## config.mk

```make
export PLATFORM = sky130hd
export DESIGN_NAME = zero_skip_mac_ctrl
export DESIGN_NICKNAME = d
export VERILOG_FILES = /design/src/rtl/pe_pkg.sv /design/src/rtl/psum_accumulator.sv /design/src/rtl/zero_skip_mac_ctrl.sv
export SDC_FILE = /design/constraint.sdc
export NUM_CORES = 1
export LEC_CHECK = 0
export CORE_AREA = 4 4 197 199
export CTS_CLUSTER_SIZE = 25
export DETAILED_ROUTE_END_ITERATION = 16
export DIE_AREA = 0 0 201 203
export PLACE_DENSITY = 0.57
export SLEW_MARGIN = 0
export SYNTH_ARGS = -nofsm -noshare
export SYNTH_HDL_FRONTEND = slang
export SYNTH_SLANG_ARGS = --single-unit
```

## constraint.sdc

```tcl
create_clock -name clk -period 11.4 [get_ports clk]
set_input_delay 1.71 -clock clk [delete_from_list [all_inputs] [get_ports clk]]
set_output_delay 1.71 -clock clk [all_outputs]
set_load 0.1 [all_outputs]
```

## src/rtl/pe_pkg.sv

```systemverilog
// Shared types, default widths and the signed product helper for the
// zero-skipping MAC controller and its accumulator.
package pe_pkg;

  typedef enum logic [1:0] {
    IDLE = 2'd0,
    RUN  = 2'd1,
    DONE = 2'd2
  } state_t;

  localparam int DEF_DATA_WIDTH = 16;
  localparam int DEF_PSUM_WIDTH = 32;
  localparam int DEF_MEM_DEPTH  = 12;

  // Full-precision signed product, sign-extended to the accumulator width.
  function automatic logic [DEF_PSUM_WIDTH-1:0] sext_prod(
    input logic signed [DEF_DATA_WIDTH-1:0] a,
    input logic signed [DEF_DATA_WIDTH-1:0] b
  );
    logic signed [2*DEF_DATA_WIDTH-1:0] p;
    p = (2*DEF_DATA_WIDTH)'(a) * (2*DEF_DATA_WIDTH)'(b);
    return DEF_PSUM_WIDTH'(p);
  endfunction

endpackage

```

## src/rtl/psum_accumulator.sv

```systemverilog
// Operand-gated signed multiply-accumulate register. The next value is
// exported so the controller can capture the final psum in the same edge.
module psum_accumulator
  import pe_pkg::*;
#(
  parameter int DATA_WIDTH = DEF_DATA_WIDTH,
  parameter int PSUM_WIDTH = DEF_PSUM_WIDTH
) (
  input  logic                  clk,
  input  logic                  reset,
  input  logic                  load_i,
  input  logic                  en_i,
  input  logic                  gate_i,
  input  logic [PSUM_WIDTH-1:0] init_i,
  input  logic [DATA_WIDTH-1:0] a_i,
  input  logic [DATA_WIDTH-1:0] b_i,
  output logic [PSUM_WIDTH-1:0] acc_next_o
);

  logic signed [DATA_WIDTH-1:0] a_g;
  logic signed [DATA_WIDTH-1:0] b_g;
  logic        [PSUM_WIDTH-1:0] acc_q;
  logic        [PSUM_WIDTH-1:0] acc_d;

  // A skipped tap holds the multiplier inputs at zero so nothing toggles.
  assign a_g = gate_i ? '0 : $signed(a_i);
  assign b_g = gate_i ? '0 : $signed(b_i);

  always_comb begin
    acc_d = acc_q;
    if (load_i) begin
      acc_d = init_i;
    end else if (en_i && !gate_i) begin
      acc_d = acc_q + sext_prod(a_g, b_g);
    end
  end

  always_ff @(posedge clk) begin
    if (!reset) begin
      acc_q <= '0;
    end else begin
      acc_q <= acc_d;
    end
  end

  assign acc_next_o = acc_d;

endmodule

```

## src/rtl/zero_skip_mac_ctrl.sv

```systemverilog
// Walks filter taps per start pulse, accumulating ifmap x filter products
// while skipping taps flagged zero, then reports psum, skip count and shift.
module zero_skip_mac_ctrl
  import pe_pkg::*;
#(
  parameter int MEM_DEPTH  = DEF_MEM_DEPTH,
  parameter int DATA_WIDTH = DEF_DATA_WIDTH,
  parameter int PSUM_WIDTH = DEF_PSUM_WIDTH,
  parameter int ADDR_WIDTH = $clog2(MEM_DEPTH),
  parameter int CNT_WIDTH  = $clog2(MEM_DEPTH + 1)
) (
  input  logic                  clk,
  input  logic                  reset,
  input  logic                  start,
  input  logic [CNT_WIDTH-1:0]  filter_len,
  input  logic                  shift_en,
  input  logic [PSUM_WIDTH-1:0] psum_in,
  output logic [ADDR_WIDTH-1:0] r_addr,
  input  logic                  zero_flag,
  input  logic [DATA_WIDTH-1:0] ifmap_data,
  input  logic [DATA_WIDTH-1:0] filt_data,
  output logic [PSUM_WIDTH-1:0] psum_out,
  output logic                  psum_valid,
  output logic [CNT_WIDTH-1:0]  skip_count,
  output logic                  shift,
  output logic                  busy,
  output state_t                dbg_state
);

  localparam logic [CNT_WIDTH-1:0] MAX_LEN = CNT_WIDTH'(MEM_DEPTH);

  state_t                  state_q;
  logic [ADDR_WIDTH-1:0]   idx_q;
  logic [CNT_WIDTH-1:0]    len_q;
  logic [CNT_WIDTH-1:0]    skips_q;
  logic [CNT_WIDTH-1:0]    skips_d;
  logic [CNT_WIDTH-1:0]    len_clamp;
  logic                    sh_q;
  logic                    last_tap;
  logic [PSUM_WIDTH-1:0]   psum_out_q;
  logic [CNT_WIDTH-1:0]    skip_count_q;
  logic                    psum_valid_q;
  logic                    shift_q;
  logic                    busy_q;
  logic                    acc_load;
  logic [PSUM_WIDTH-1:0]   acc_next;

  assign len_clamp = (filter_len > MAX_LEN) ? MAX_LEN : filter_len;
  assign skips_d   = skips_q + CNT_WIDTH'(zero_flag);
  assign last_tap  = (CNT_WIDTH'(idx_q) == (len_q - CNT_WIDTH'(1)));
  assign acc_load  = (state_q == IDLE) && start;

  psum_accumulator #(
    .DATA_WIDTH (DATA_WIDTH),
    .PSUM_WIDTH (PSUM_WIDTH)
  ) u_acc (
    .clk        (clk),
    .reset      (reset),
    .load_i     (acc_load),
    .en_i       (state_q == RUN),
    .gate_i     (zero_flag),
    .init_i     (psum_in),
    .a_i        (ifmap_data),
    .b_i        (filt_data),
    .acc_next_o (acc_next)
  );

  // Results are captured on the edge entering DONE so they coincide with psum_valid.
  always_ff @(posedge clk) begin
    if (!reset) begin
      state_q      <= IDLE;
      idx_q        <= '0;
      len_q        <= '0;
      skips_q      <= '0;
      sh_q         <= 1'b0;
      psum_out_q   <= '0;
      skip_count_q <= '0;
      psum_valid_q <= 1'b0;
      shift_q      <= 1'b0;
      busy_q       <= 1'b0;
    end else begin
      psum_valid_q <= 1'b0;
      shift_q      <= 1'b0;
      case (state_q)
        IDLE: begin
          busy_q <= 1'b0;
          if (start) begin
            len_q   <= len_clamp;
            sh_q    <= shift_en;
            idx_q   <= '0;
            skips_q <= '0;
            busy_q  <= 1'b1;
            if (len_clamp == '0) begin
              state_q      <= DONE;
              psum_out_q   <= psum_in;
              skip_count_q <= '0;
              psum_valid_q <= 1'b1;
              shift_q      <= shift_en;
            end else begin
              state_q <= RUN;
            end
          end
        end
        RUN: begin
          skips_q <= skips_d;
          if (last_tap) begin
            state_q      <= DONE;
            psum_out_q   <= acc_next;
            skip_count_q <= skips_d;
            psum_valid_q <= 1'b1;
            shift_q      <= sh_q;
          end else begin
            idx_q <= idx_q + ADDR_WIDTH'(1);
          end
        end
        DONE: begin
          state_q <= IDLE;
          busy_q  <= 1'b0;
        end
        default: begin
          state_q <= IDLE;
          busy_q  <= 1'b0;
        end
      endcase
    end
  end

  assign r_addr     = (state_q == RUN) ? idx_q : '0;
  assign psum_out   = psum_out_q;
  assign psum_valid = psum_valid_q;
  assign skip_count = skip_count_q;
  assign shift      = shift_q;
  assign busy       = busy_q;
  assign dbg_state  = state_q;

endmodule

```

-- Yosys cells after proc, flatten, opt, wreduce, memory -nomap -nowiden
Cells that the tools add are included.
- reductions and logical operators: 11
- multipliers: 1
- shifts and indexed selects: 0
- bitwise operators: 0
- equal/unequal tests: 6
- $lt $le $gt $ge: 1
- add/sub/neg operators: 4
- divide/modulo/power cells: 0
- mux-type cells: 32
- operators by type and width (kind ; number):
    $mux W32 ; 5
    $pmux W32 S2 ; 1
    $add A32 B32 Y32 ; 1
    $mul A16 B16 Y32 ; 1
    $mux W16 ; 2
    $mux W4 ; 7
    $pmux W4 S2 ; 3
    $mux W1 ; 7
    $mux W2 ; 3
    $ne A2 B2 Y1 const B ; 3
    $pmux W1 S2 ; 3
    $reduce_and A2 Y1 ; 3
    $add A4 B1 Y4 ; 1
    $add A4 B1 Y4 const B ; 1
    $eq A4 B4 Y1 ; 1
    $gt A4 B4 Y1 const B ; 1
    $logic_not A4 Y1 ; 1
    $pmux W2 S2 ; 1
    $reduce_and A4 Y1 ; 1
    $sub A4 B1 Y4 const B ; 1
    $reduce_and A3 Y1 ; 1
    $eq A2 B1 Y1 const B ; 1
    $logic_and A1 B1 Y1 ; 2
    $logic_not A2 Y1 ; 1
    other kinds (3) ; 3
- memory bits (writable): 0
- input port bits: 73
- bits in read-only memories: 0
- word-level logic and storage cells: 66
- bits in registers: 86
- output and inout bits: 45
- memories kept: 0
- bits in latches: 0

-- Depth between registers and ports, before layout
Gate-level depths: netlist of run 1.
- depth after elaboration: 7
- mapped depth: 27
- mapped depth without buffers: 23

-- Hierarchy
Synthesis of run 1 repeated with hierarchy kept, for this count alone.
- cell total of the unflattened synthesis: 1659
- area total of the unflattened synthesis: 15242.1 sq um
- modules (own cells, without submodules) (module ; times used ; sequential area each (sq um) ; area each (sq um) ; cells an instance):
    psum_accumulator ; 1 ; 640.6 ; 12608.3 ; 1413
    zero_skip_mac_ctrl ; 1 ; 1081.0 ; 2633.8 ; 246

-- Worst setup path before layout of run 1
Ideal clock, no wire load.
- path kind: input-to-reg
- from: input zero_flag
- to: register psum_out_q[28], in the netlist psum_out[28]
- stages: 25
- setup time: 0.067 ns
- setup slack: 3.056 ns
- arrival time: 8.277 ns
- required time: 11.333 ns
- path buffers: 3
- cells stage by stage: clkbuf_1 -> clkbuf_1 -> nor2b_1 -> clkbuf_1 -> nand2_1 -> inv_1 -> fa_1 -> inv_1 -> fa_1 -> inv_1 -> fa_1 -> fa_1 -> fa_1 -> inv_1 -> fa_1 -> inv_1 -> ha_1 -> a21oi_1 -> a21boi_0 -> a311o_1 -> or3_1 -> o21ai_1 -> mux2i_1 -> a311o_1 -> a21oi_2
- longest elaborated chain between the ends: 7
- elaborated cells between the ends (all ways): 10
- those cells by class: add/sub: 1; mul: 1; mux: 6; reduce/logical: 2
- ends and longest elaborated chain (item ; line ; text):
    start, declared ; zero_skip_mac_ctrl.sv:19 ; input logic zero_flag,
    $mux W16, on equally long branches ; psum_accumulator.sv:26, psum_accumulator.sv:27 ;
    $mul A16 B16 Y32 ; pe_pkg.sv:21 ; p = (2*DEF_DATA_WIDTH)'(a) * (2*DEF_DATA_WIDTH)'(b);
    $add A32 B32 Y32 ; psum_accumulator.sv:34 ; acc_d = acc_q + sext_prod(a_g, b_g);
    $mux W32 (*) ; psum_accumulator.sv:33 ; end else if (en_i && !gate_i) begin
    $mux W32 (*) ; psum_accumulator.sv:31 ; if (load_i) begin
    $mux W32 (*) ; zero_skip_mac_ctrl.sv:106 ; if (last_tap) begin
    $pmux W32 S2 (*) ; zero_skip_mac_ctrl.sv:84 ; case (state_q)
    end signal, assigned ; zero_skip_mac_ctrl.sv:95 ; psum_out_q <= psum_in;
    end signal, assigned ; zero_skip_mac_ctrl.sv:108 ; psum_out_q <= acc_next;
    end, declared ; zero_skip_mac_ctrl.sv:40 ; logic [PSUM_WIDTH-1:0] psum_out_q;
Every way passes the cells marked *; elsewhere a longest branch is shown, timed or not. The select of a mux whose other input is x is not followed.
A chain may end at the register's enable or synchronous reset.

-- Worst setup path after layout of run 1
- from: input zero_flag
- to: register psum_out_q[27], in the netlist psum_out[27]
Same word-level chain as after synthesis.

==> flow_metrics.tcl, run 1 <==
set metrics [dict create \
    cts.sinks 86 \
    synth.distinct_cells 57 \
    hold_path.class "register to register" \
    post_cts_buffers 0 \
    critPathRequiredTime_ns 11.59 \
    syn-instance-count 1737 \
    power_density_nw_per_um2 257 \
    design_area_um2 17000 \
    htree_levels 3 \
    grt_overflow 0 \
    ys_seq_area_frac 0.114 \
    synth_edf_count 0 \
    final.setup.tns_ns 0 \
    vias 11600 \
    ir_drop_mv 0.214 \
    dpl.cell_count 2262 \
    skew_ns 0.00942 \
    placed_cell_area_um2 16700 \
    gp_congestion 0.891 \
    hold_buffers 0 \
    drt-pass1-iter-count 5 \
    syn_area_um2 15100 \
    total_power_mw 4.35 \
    start_util 0.405 \
    postSynthAreaPerCell_um2 8.68 \
    grt_pass1_vias 12400 \
    nNetsFinal 2266 \
    stdcell_count 2277 \
    synthArstFlopShare 0 \
    pin_count 118 \
    syn_nets 2204 \
    worstSetupEndpointType "register" \
    antenna_found_initial 0 \
    m1WireLength_um 20900 \
    drv_slew 0 \
    area_growth_pct 12.5 \
    ys.flop_type "dfxtp_1" \
    routed_wirelength_um 41500 \
    die_h_um 203 \
    drive_above_1_share 0.0283 \
    fin_crit_sh 0.779 \
    route.met2.wl_um 17600 \
    status "finished, final reports clean" \
    cts_resized 0 \
    cts_tree "yes" \
    clock_latency_ns 0.34 \
    dr.first_iter.drc_count 677 \
    finalHoldViolCount 0 \
    numCtsBuffers 9 \
    cts_root_buf "clkbuf_16" \
    crit_start "zero_flag" \
    critPathLaunchType "input port" \
    leakage_nw 8.09 \
    drv_cap 0 \
    setup_viol 0 \
    crit-reg2reg-capture "psum_out[21]$_SDFFE_PN0P_" \
    rows 71 \
    avgViaCountPerCell 5.10 \
    dr_wl_met3_um 2210 \
    fmax_ghz 0.113 \
    worstMarginPinSlew_ns 1.16 \
    r2r_start "u_acc.acc_q[15]$_SDFF_PN0_" \
    core_region_area_um2 37200 \
    yosys_warnings 0 \
    rr_worst_depth 18 \
    top_layer "met4" \
    antenna_left 0 \
    wl_per_cell_um 18.2 \
    grt_max_degree 53 \
    relSlewSlack 0.226 \
    rsz0062_at_grt "false" \
    fill_cells 3650 \
    grt_pass1_wl_um 69200 \
    crit_path_max_fanout 21 \
    min_period_ns 8.88 \
    cp_data_arrival_time_ns 9.06 \
    post-dp-hpwl_um 34900 \
    hold-worst-slack_ns 0.457 \
    criticalPathCategory "input port to register" \
    clkTransAtPathRegs_ns 0.06 \
    n_antenna_cell 0 \
    die_x_um 201 \
    portBuffers 117 \
    reg2reg_slack_ns 5.75 \
    ys_ff_latch 86 \
    grt_usage 0.211 \
    setup.worst_path.end "psum_out[27]$_SDFFE_PN0P_" \
    ctsLongestPathBuffers 2 \
    dieArea_um2 40800 \
    drc_errors 0 \
]
[sequential cells by signal (all words and copies together), names as in the netlist]
register	cells
psum_valid	1
psum_out	32
shift	1
busy	1
u_acc.acc_q	32
idx_q	4
len_q	4
sh_q	1
skip_count	4
skips_q	4
dbg_state	2
[placed cells by master (no fill, tap or decap), types with 4 or more instances in the layout]
master / n
or2_2: 4
dfxtp_1: 85
nand3_1: 22
clkdlybuf4s50_1: 116
and3_1: 9
nand4_1: 6
nor4_1: 5
ha_1: 102
nor2b_1: 34
nand2_1: 218
a31oi_1: 15
inv_1: 338
xor2_1: 8
o21ai_0: 47
nand2b_1: 5
o21a_1: 4
o211ai_1: 18
a311oi_1: 7
o311ai_0: 4
nor3_1: 18
or3_1: 7
fa_1: 292
xnor2_1: 31
buf_4: 18
and2_1: 128
a21o_1: 19
clkbuf_16: 9
mux2i_1: 14
nor2_1: 85
a21oi_1: 67
a211oi_1: 17
[Yosys cell counts, types with 5 or more instances]
master | n | area share
nor2b_1 | 35 | 0.015
a21o_1 | 19 | 0.0095
nand2b_1 | 6 | 0.0025
dfxtp_1 | 86 | 0.11
o211ai_1 | 18 | 0.0090
and2_1 | 128 | 0.053
nor4_1 | 5 | 0.0021
xnor2_1 | 31 | 0.018
ha_1 | 102 | 0.085
a31oi_1 | 15 | 0.0062
nand3_1 | 22 | 0.0073
or3_1 | 7 | 0.0029
xor2_1 | 8 | 0.0046
nand2_1 | 218 | 0.054
nor2_1 | 85 | 0.021
buf_2 | 5 | 0.0017
a211oi_1 | 17 | 0.0085
a311oi_1 | 7 | 0.0041
a21oi_1 | 67 | 0.022
mux2i_1 | 14 | 0.0093
and3_1 | 9 | 0.0037
nand4_1 | 6 | 0.0025
clkbuf_1 | 74 | 0.018
fa_1 | 292 | 0.39
inv_1 | 338 | 0.084
nor3_1 | 19 | 0.0063
o21ai_0 | 47 | 0.016
[stage by stage]
stage	utilization	worst slack, ns
CTS	0.456	2.47
floorplan	-	3.06
detailed placement	0.448	2.17
finish	0.456	2.52
global route	0.456	2.08
global placement	0.448	2.24
[kinds of logic (layout without fill, tap and decap cells)]
group,after synthesis,after routing,share of synthesized area
DFF,86,86,0.114
buffers and inverters,423,489,0.106
muxes,14,14,0.00929
AOI/OAI and AO/OA,231,231,0.0994
adders and majority gates,394,394,0.472
and+or+nand+nor,550,550,0.176
xor gates and xnor gates,39,39,0.0226
[layout make-up]
| type | count | area, um2 | area share |
|---|---|---|---|
| Multi-Input combinational cell | 1228 | 11800 | 0.693 |
| Sequential cell | 86 | 1720 | 0.102 |
| Timing Repair Buffer | 135 | 1300 | 0.0767 |
| Inverter | 339 | 1270 | 0.0750 |
| Tap cell | 474 | 593 | 0.0349 |
| Clock buffer | 10 | 229 | 0.0135 |
| Clock inverter | 5 | 83.8 | 0.00494 |
[routing by layer]
layer / vias up / track usage
met2: 298 / 0.317
met5: - / 0
met3: 44 / 0.0310
met1: 5786 / 0.326
li1: 5491 / -
met4: 0 / 0.0401
[worst min-delay path by stage]
stage | slack [ns] | to | cells past startpoint | from
2_1_floorplan | 0.44 | sh_q$_SDFFE_PN0P_ | 2 | sh_q$_SDFFE_PN0P_
3_3_place_gp | 0.44 | sh_q$_SDFFE_PN0P_ | 2 | sh_q$_SDFFE_PN0P_
3_5_place_dp | 0.45 | psum_out[22]$_SDFFE_PN0P_ | 2 | psum_out[22]$_SDFFE_PN0P_
4_1_cts | 0.46 | psum_out[22]$_SDFFE_PN0P_ | 2 | psum_out[22]$_SDFFE_PN0P_
5_1_grt | 0.48 | psum_out[2]$_SDFFE_PN0P_ | 2 | psum_out[2]$_SDFFE_PN0P_
6_report | 0.46 | psum_out[22]$_SDFFE_PN0P_ | 2 | psum_out[22]$_SDFFE_PN0P_
[power by group]
part	internal (mW)	switching, mW	total (mW)
logic	1.42	2.24	3.66
registers	0.342	0.0404	0.382
clock network	0.192	0.123	0.315
total	1.95	2.40	4.35
[worst max-delay path, cell delays in order]
cell	delay, ns
buf_2	0.42
buf_4	0.38
nor2b_1	0.14
buf_4	0.21
nand2_1	0.17
inv_1	0.09
fa_1	0.73
inv_1	0.11
fa_1	0.54
inv_1	0.29
fa_1	0.51
fa_1	0.51
fa_1	0.50
inv_1	0.06
fa_1	0.48
inv_1	0.04
ha_1	0.37
a21o_1	0.19
a21o_1	0.17
a21o_1	0.19
nor3_1	0.29
a21o_1	0.25
nor4_1	0.07
a311oi_1	0.43
a311oi_1	0.18
(Power assumes the default switching activity.)
==> run 2, diff against run 1 <==
clock period = 8.75 ns   (was 11.4 ns; I/O delays follow)
==> run 2 against run 1 <==
Routed wire length grew 1.2%. Largest power group unchanged. Global-route usage grew 0.15 points. Highest routed layer unchanged. Utilization grew 0.82 points. Critical endpoint is now u_acc.acc_q[30]$_SDFF_PN0_. Worst hold slack lost 0.0038 ns. Setup slack lost 1.9 ns. Die area is the same. Clock-buffer cell count grew 3.
==> flow_metrics.tcl, run 2 (synthesis results as in run 1) <==
set metrics [dict create \
    cts_root_buf "clkbuf_16" \
    max_stage_delay_ns 0.62 \
    routed_wirelength_um 41900 \
    fill_cells 3593 \
    total_power_mw 5.79 \
    nNetsFinal 2304 \
    hold-worst-slack_ns 0.453 \
    setup_viol 0 \
    setup.worst_path.end "u_acc.acc_q[30]$_SDFF_PN0_" \
    ctsLongestPathBuffers 2 \
    hold_buffers 0 \
    rr_worst_depth 19 \
    grt_pass1_wl_um 69600 \
    ir_drop_mv 0.262 \
    crit-reg2reg-capture "psum_out[27]$_SDFFE_PN0P_" \
    pwr-share-clk 0.070 \
    pwr-share-seq 0.087 \
    crit_chain "clkdlybuf4s50_1, nor2b_1, buf_4, and2_1, fa_1, inv_1, fa_1, fa_1, fa_1, inv_1, fa_1, inv_1, fa_1, inv_1, ha_1, o211ai_1, nor2_1, a41oi_1, a2111oi_4, o2111ai_1, and3_1, o21ai_0, a31oi_1" \
    crit_path_max_fanout 9 \
    cts.sinks 86 \
    start_util 0.405 \
    swShare 0.545 \
    dieArea_um2 40800 \
    criticalPathCategory "input port to register" \
    min_from "psum_out[29]$_SDFFE_PN0P_" \
    clkTransAtPathRegs_ns 0.06 \
    power_density_nw_per_um2 335 \
    fin_crit_sh 0.923 \
    fmax_ghz 0.124 \
    drc_errors 0 \
    antenna_left 0 \
    r2r_start "u_acc.acc_q[15]$_SDFF_PN0_" \
    post_cts_buffers 0 \
    rows 71 \
    vias 11700 \
    grt_max_degree 53 \
    critPathLaunchType "input port" \
    switching_power_mw 3.16 \
    p_int_mw 2.63 \
    dr.first_iter.drc_count 651 \
    drt-pass1-iter-count 5 \
    final_common_cell "inv_1" \
    pin_count 118 \
    status "finished, final reports clean" \
    crit_start "filt_data[4]" \
    drive_above_1_share 0.0494 \
    cp_common_cell "fa_1" \
    numCtsBuffers 9 \
    portBuffers 117 \
    skew_ns 0.00508 \
    grt_overflow 0 \
    drv_cap 0 \
    crit_buf_inv 6 \
    final.setup.tns_ns 0 \
    area_growth_pct 14.5 \
    cp.depth 23 \
    cts_resized 0 \
    htree_levels 3 \
    die_x_um 201 \
    hold_path.class "register to register" \
    wl_per_cell_um 18.1 \
    critPathRequiredTime_ns 8.95 \
    p_comb_frac 0.843 \
    avgViaCountPerCell 5.06 \
    finalHoldViolCount 0 \
    post-dp-hpwl_um 35400 \
    worstMarginPinSlew_ns 1.03 \
    relSlewSlack 0.312 \
    clock_latency_ns 0.34 \
    stdcell_count 2316 \
    cp_data_arrival_time_ns 8.28 \
    n_antenna_cell 0 \
    grt_pass1_vias 12400 \
    cts_tree "yes" \
    core_region_area_um2 37200 \
    rsz0062_at_grt "false" \
    final_cell_mix "inv_1, fa_1, nand2_1, and2_1, clkdlybuf4s50_1" \
    drv_slew 0 \
    path_delay_family "adder cells" \
    leakage_nw 8.30 \
    reg2reg_slack_ns 3.21 \
    gp_congestion 0.900 \
    worstSetupEndpointType "register" \
    slowest_stage "clkdlybuf4s50_1" \
    dpl.cell_count 2300 \
    antenna_found_initial 0 \
    die_h_um 203 \
    grt_usage 0.212 \
    min_period_ns 8.08 \
]
run 2: cell types whose count changed in the layout (fill, tap and decap cells not counted), sizes merged:
cell	delta
buf	+38
inv	-1
bufinv	-1
clkinv	+2
clkbuf	+3
clkinvlp	-2
run 2: area by class of cell:
class / instances / area, um2 / area share
clock buffer: 13 / 280 / 0.0162
clock inverter: 3 / 40.0 / 0.00232
inverter: 339 / 1270 / 0.0736
multi-input combinational: 1228 / 11800 / 0.681
sequential: 86 / 1720 / 0.0997
tap: 474 / 593 / 0.0343
timing repair buffer: 173 / 1600 / 0.0925
run 2: worst min path at each step:
| stage | endpoint | cells after the start |
|---|---|---|
| after CTS | psum_out[29]$_SDFFE_PN0P_ | 2 |
| after detailed placement | psum_out[22]$_SDFFE_PN0P_ | 2 |
| after global routing | psum_out[20]$_SDFFE_PN0P_ | 2 |
| final | psum_out[29]$_SDFFE_PN0P_ | 2 |
| after floorplan | sh_q$_SDFFE_PN0P_ | 2 |
| after global placement | psum_out[21]$_SDFFE_PN0P_ | 2 |
run 2: power by group through the flow:
stage	logic, mW	clock network [mW]	registers, mW
floorplan	3.53	0	0.563
global placement	4.85	0	0.511
detailed placement	4.81	0	0.510
CTS	4.90	0.416	0.502
global route	5.51	0.433	0.507
finish	4.88	0.405	0.502
run 2: per-stage QoR:
stage,area (um2),worst slack (ns),utilization
2_1_floorplan,15100,0.803,-
3_3_place_gp,17000,0.513,0.456
3_5_place_dp,17000,0.406,0.456
4_1_cts,17300,0.700,0.464
5_1_grt,17300,0.311,0.464
6_report,17300,0.672,0.464
run 2: worst min-delay path, delay by kind of cell, from the launching register on:
kind            cells  cell delay, ns
compound gates      1            0.05
flops               1            0.31
simple gates        1            0.05
run 2: routing by layer:
metal  share of wire  vias to the layer above  track usage
met2            0.43                      338        0.320
met4           0.014                        0       0.0391
li1                -                     5574            -
met3           0.051                       32       0.0280
met5               0                        -            0
met1            0.50                     5769        0.329
==> run 3, diff against run 2 <==
ABC_CLOCK_PERIOD_IN_PS = 8750   (was default)
SLEW_MARGIN = 40   (was 0)
==> run 3 against run 2 <==
Critical endpoint unchanged. Maximum frequency is 0.90% higher. Sequential power barely moved. Sequential share of layout area grew 0.14 points. Clock skew rose by 0.00074 ns. Critical path type unchanged. Final area decreased by 1.4%. Highest routed layer unchanged. Routed wire length decreased by 0.51%. Flip-flop and latch count did not move. Non-clock buffer count stayed put.
==> flow_metrics.tcl, run 3 (synthesis results as in run 1) <==
set metrics [dict create \
    status "finished, final reports clean" \
    dr.first_iter.drc_count 710 \
    clkTransAtPathRegs_ns 0.06 \
    crit_buf_inv 6 \
    path_delay_family "adder cells" \
    ctsLongestPathBuffers 2 \
    start_util 0.405 \
    worstMarginPinSlew_ns 0.696 \
    avgViaCountPerCell 5.04 \
    cts.sinks 86 \
    post-dp-hpwl_um 35400 \
    routed_wirelength_um 41700 \
    drt-pass1-iter-count 7 \
    grt_overflow 0 \
    fin_crit_sh 0.915 \
    dieArea_um2 40800 \
    worstSetupEndpointType "register" \
    use_met3 0.0273 \
    wl_per_cell_um 18.0 \
    die_x_um 201 \
    portBuffers 117 \
    drv_slew 0 \
    antenna_found_initial 0 \
    nNetsFinal 2304 \
    grt.busiest_layer "met1" \
    skew_ns 0.00582 \
    power_density_nw_per_um2 338 \
    antenna_left 0 \
    fmax_ghz 0.125 \
    die_h_um 203 \
    pin_count 118 \
    htree_levels 3 \
    relSlewSlack 0.535 \
    drive_above_1_share 0.0738 \
    clock_latency_ns 0.34 \
    min_period_ns 8.01 \
    cts_resized 0 \
    critPathLaunchType "input port" \
    final.setup.tns_ns 0 \
    cp_common_cell "fa_1" \
    numCtsBuffers 9 \
    cp_data_arrival_time_ns 8.21 \
    cts_root_buf "clkbuf_16" \
    finalHoldViolCount 0 \
    core_region_area_um2 37200 \
    final_cell_mix "inv_1, fa_1, nand2_1, and2_1, ha_1" \
    max_stage_delay_ns 0.62 \
    post_cts_buffers 0 \
    criticalPathCategory "input port to register" \
    n_antenna_cell 0 \
    vias 11700 \
    drv_cap 0 \
    grt_max_degree 53 \
    grt_usage 0.210 \
    leakage_nw 8.37 \
    grtUsageMet2 0.316 \
    area_growth_pct 13.0 \
    ir_drop_mv 0.254 \
    hold_path.class "register to register" \
    drc_errors 0 \
    final_common_cell "inv_1" \
    setup_viol 0 \
    hold_buffers 0 \
    slowest_stage "clkdlybuf4s50_1" \
    crit_path_max_fanout 9 \
    gp_congestion 0.900 \
    grt_pass1_vias 12400 \
    critPathRequiredTime_ns 8.96 \
    rsz0062_at_grt "false" \
    crit_chain "clkdlybuf4s50_1, nor2b_1, buf_4, and2_1, fa_1, inv_1, fa_1, fa_1, fa_1, inv_1, fa_1, inv_1, fa_1, inv_1, ha_1, o211ai_1, nor2_1, a41oi_1, a2111oi_4, o2111ai_1, and3_1, o21ai_0, a31oi_1" \
    rows 71 \
    grtUsageMet1 0.328 \
    cts_tree "yes" \
    grt_pass1_wl_um 69200 \
    final_core_util 0.458 \
]
-- run 3: changes by cell type in the layout (fill, tap and decap cells not counted) --
cell             delta
buf_2              +45
clkbuf_8            -2
clkdlybuf4s50_1    -45
clkinv_2            -1
clkinvlp_4          +3
-- run 3: report_power, final --
group / internal, mW / total, mW / switching, mW / leakage [nW]
combinational: 1.92 / 4.87 / 2.94 / 7.52
clock: 0.236 / 0.398 / 0.162 / 0.144
sequential: 0.445 / 0.502 / 0.0571 / 0.705
total: 2.60 / 5.77 / 3.16 / 8.37
-- run 3: worst register-to-register path: stages, from the launching register on --
cell,delay [ns]
dfxtp_1,0.30
inv_1,0.09
fa_1,0.54
inv_1,0.05
fa_1,0.54
fa_1,0.45
fa_1,0.58
inv_1,0.06
fa_1,0.48
inv_1,0.05
ha_1,0.36
a41o_1,0.26
a21oi_1,0.17
o21ai_0,0.20
nor3_1,0.28
a21o_1,0.25
nor4_1,0.07
a311oi_1,0.38
buf_4,0.20
a311oi_1,0.08
-- run 3: layout make-up --
cell class / instances / area, um2
multi-input combinational: 1228 / 11800
sequential: 86 / 1720
clock buffer: 11 / 253
tap: 474 / 593
fill: 3640 / 20200
timing repair buffer: 173 / 1370
clock inverter: 5 / 57.6
inverter: 339 / 1270
-- run 3: routing by layer --
metal | vias to the layer above | share of wire
met1 | 5708 | 0.50
li1 | 5575 | -
met3 | 43 | 0.058
met2 | 340 | 0.42
met5 | - | 0
met4 | 0 | 0.017
-- run 3: worst paths after layout --
check,start,endpoint,slack [ns],cells after the start
max,filt_data[4],u_acc.acc_q[30]$_SDFF_PN0_,0.74,23
min reg2reg,psum_out[1]$_SDFFE_PN0P_,psum_out[1]$_SDFFE_PN0P_,0.45,2
min,psum_out[1]$_SDFFE_PN0P_,psum_out[1]$_SDFFE_PN0P_,0.45,2
max reg2reg,u_acc.acc_q[15]$_SDFF_PN0_,psum_out[27]$_SDFFE_PN0P_,3.23,19
-- run 3: through the flow --
stage	hold slack, ns	worst slack [ns]	cell area (um2)	cells	total power [mW]
global route	0.470	0.363	17000	2316	6.42
detailed placement	0.444	0.438	16700	2300	5.31
global placement	0.442	0.513	17000	2300	5.36
CTS	0.456	0.769	17000	2316	5.79
floorplan	0.436	0.803	15100	1737	4.09
finish	0.452	0.745	17000	2316	5.77
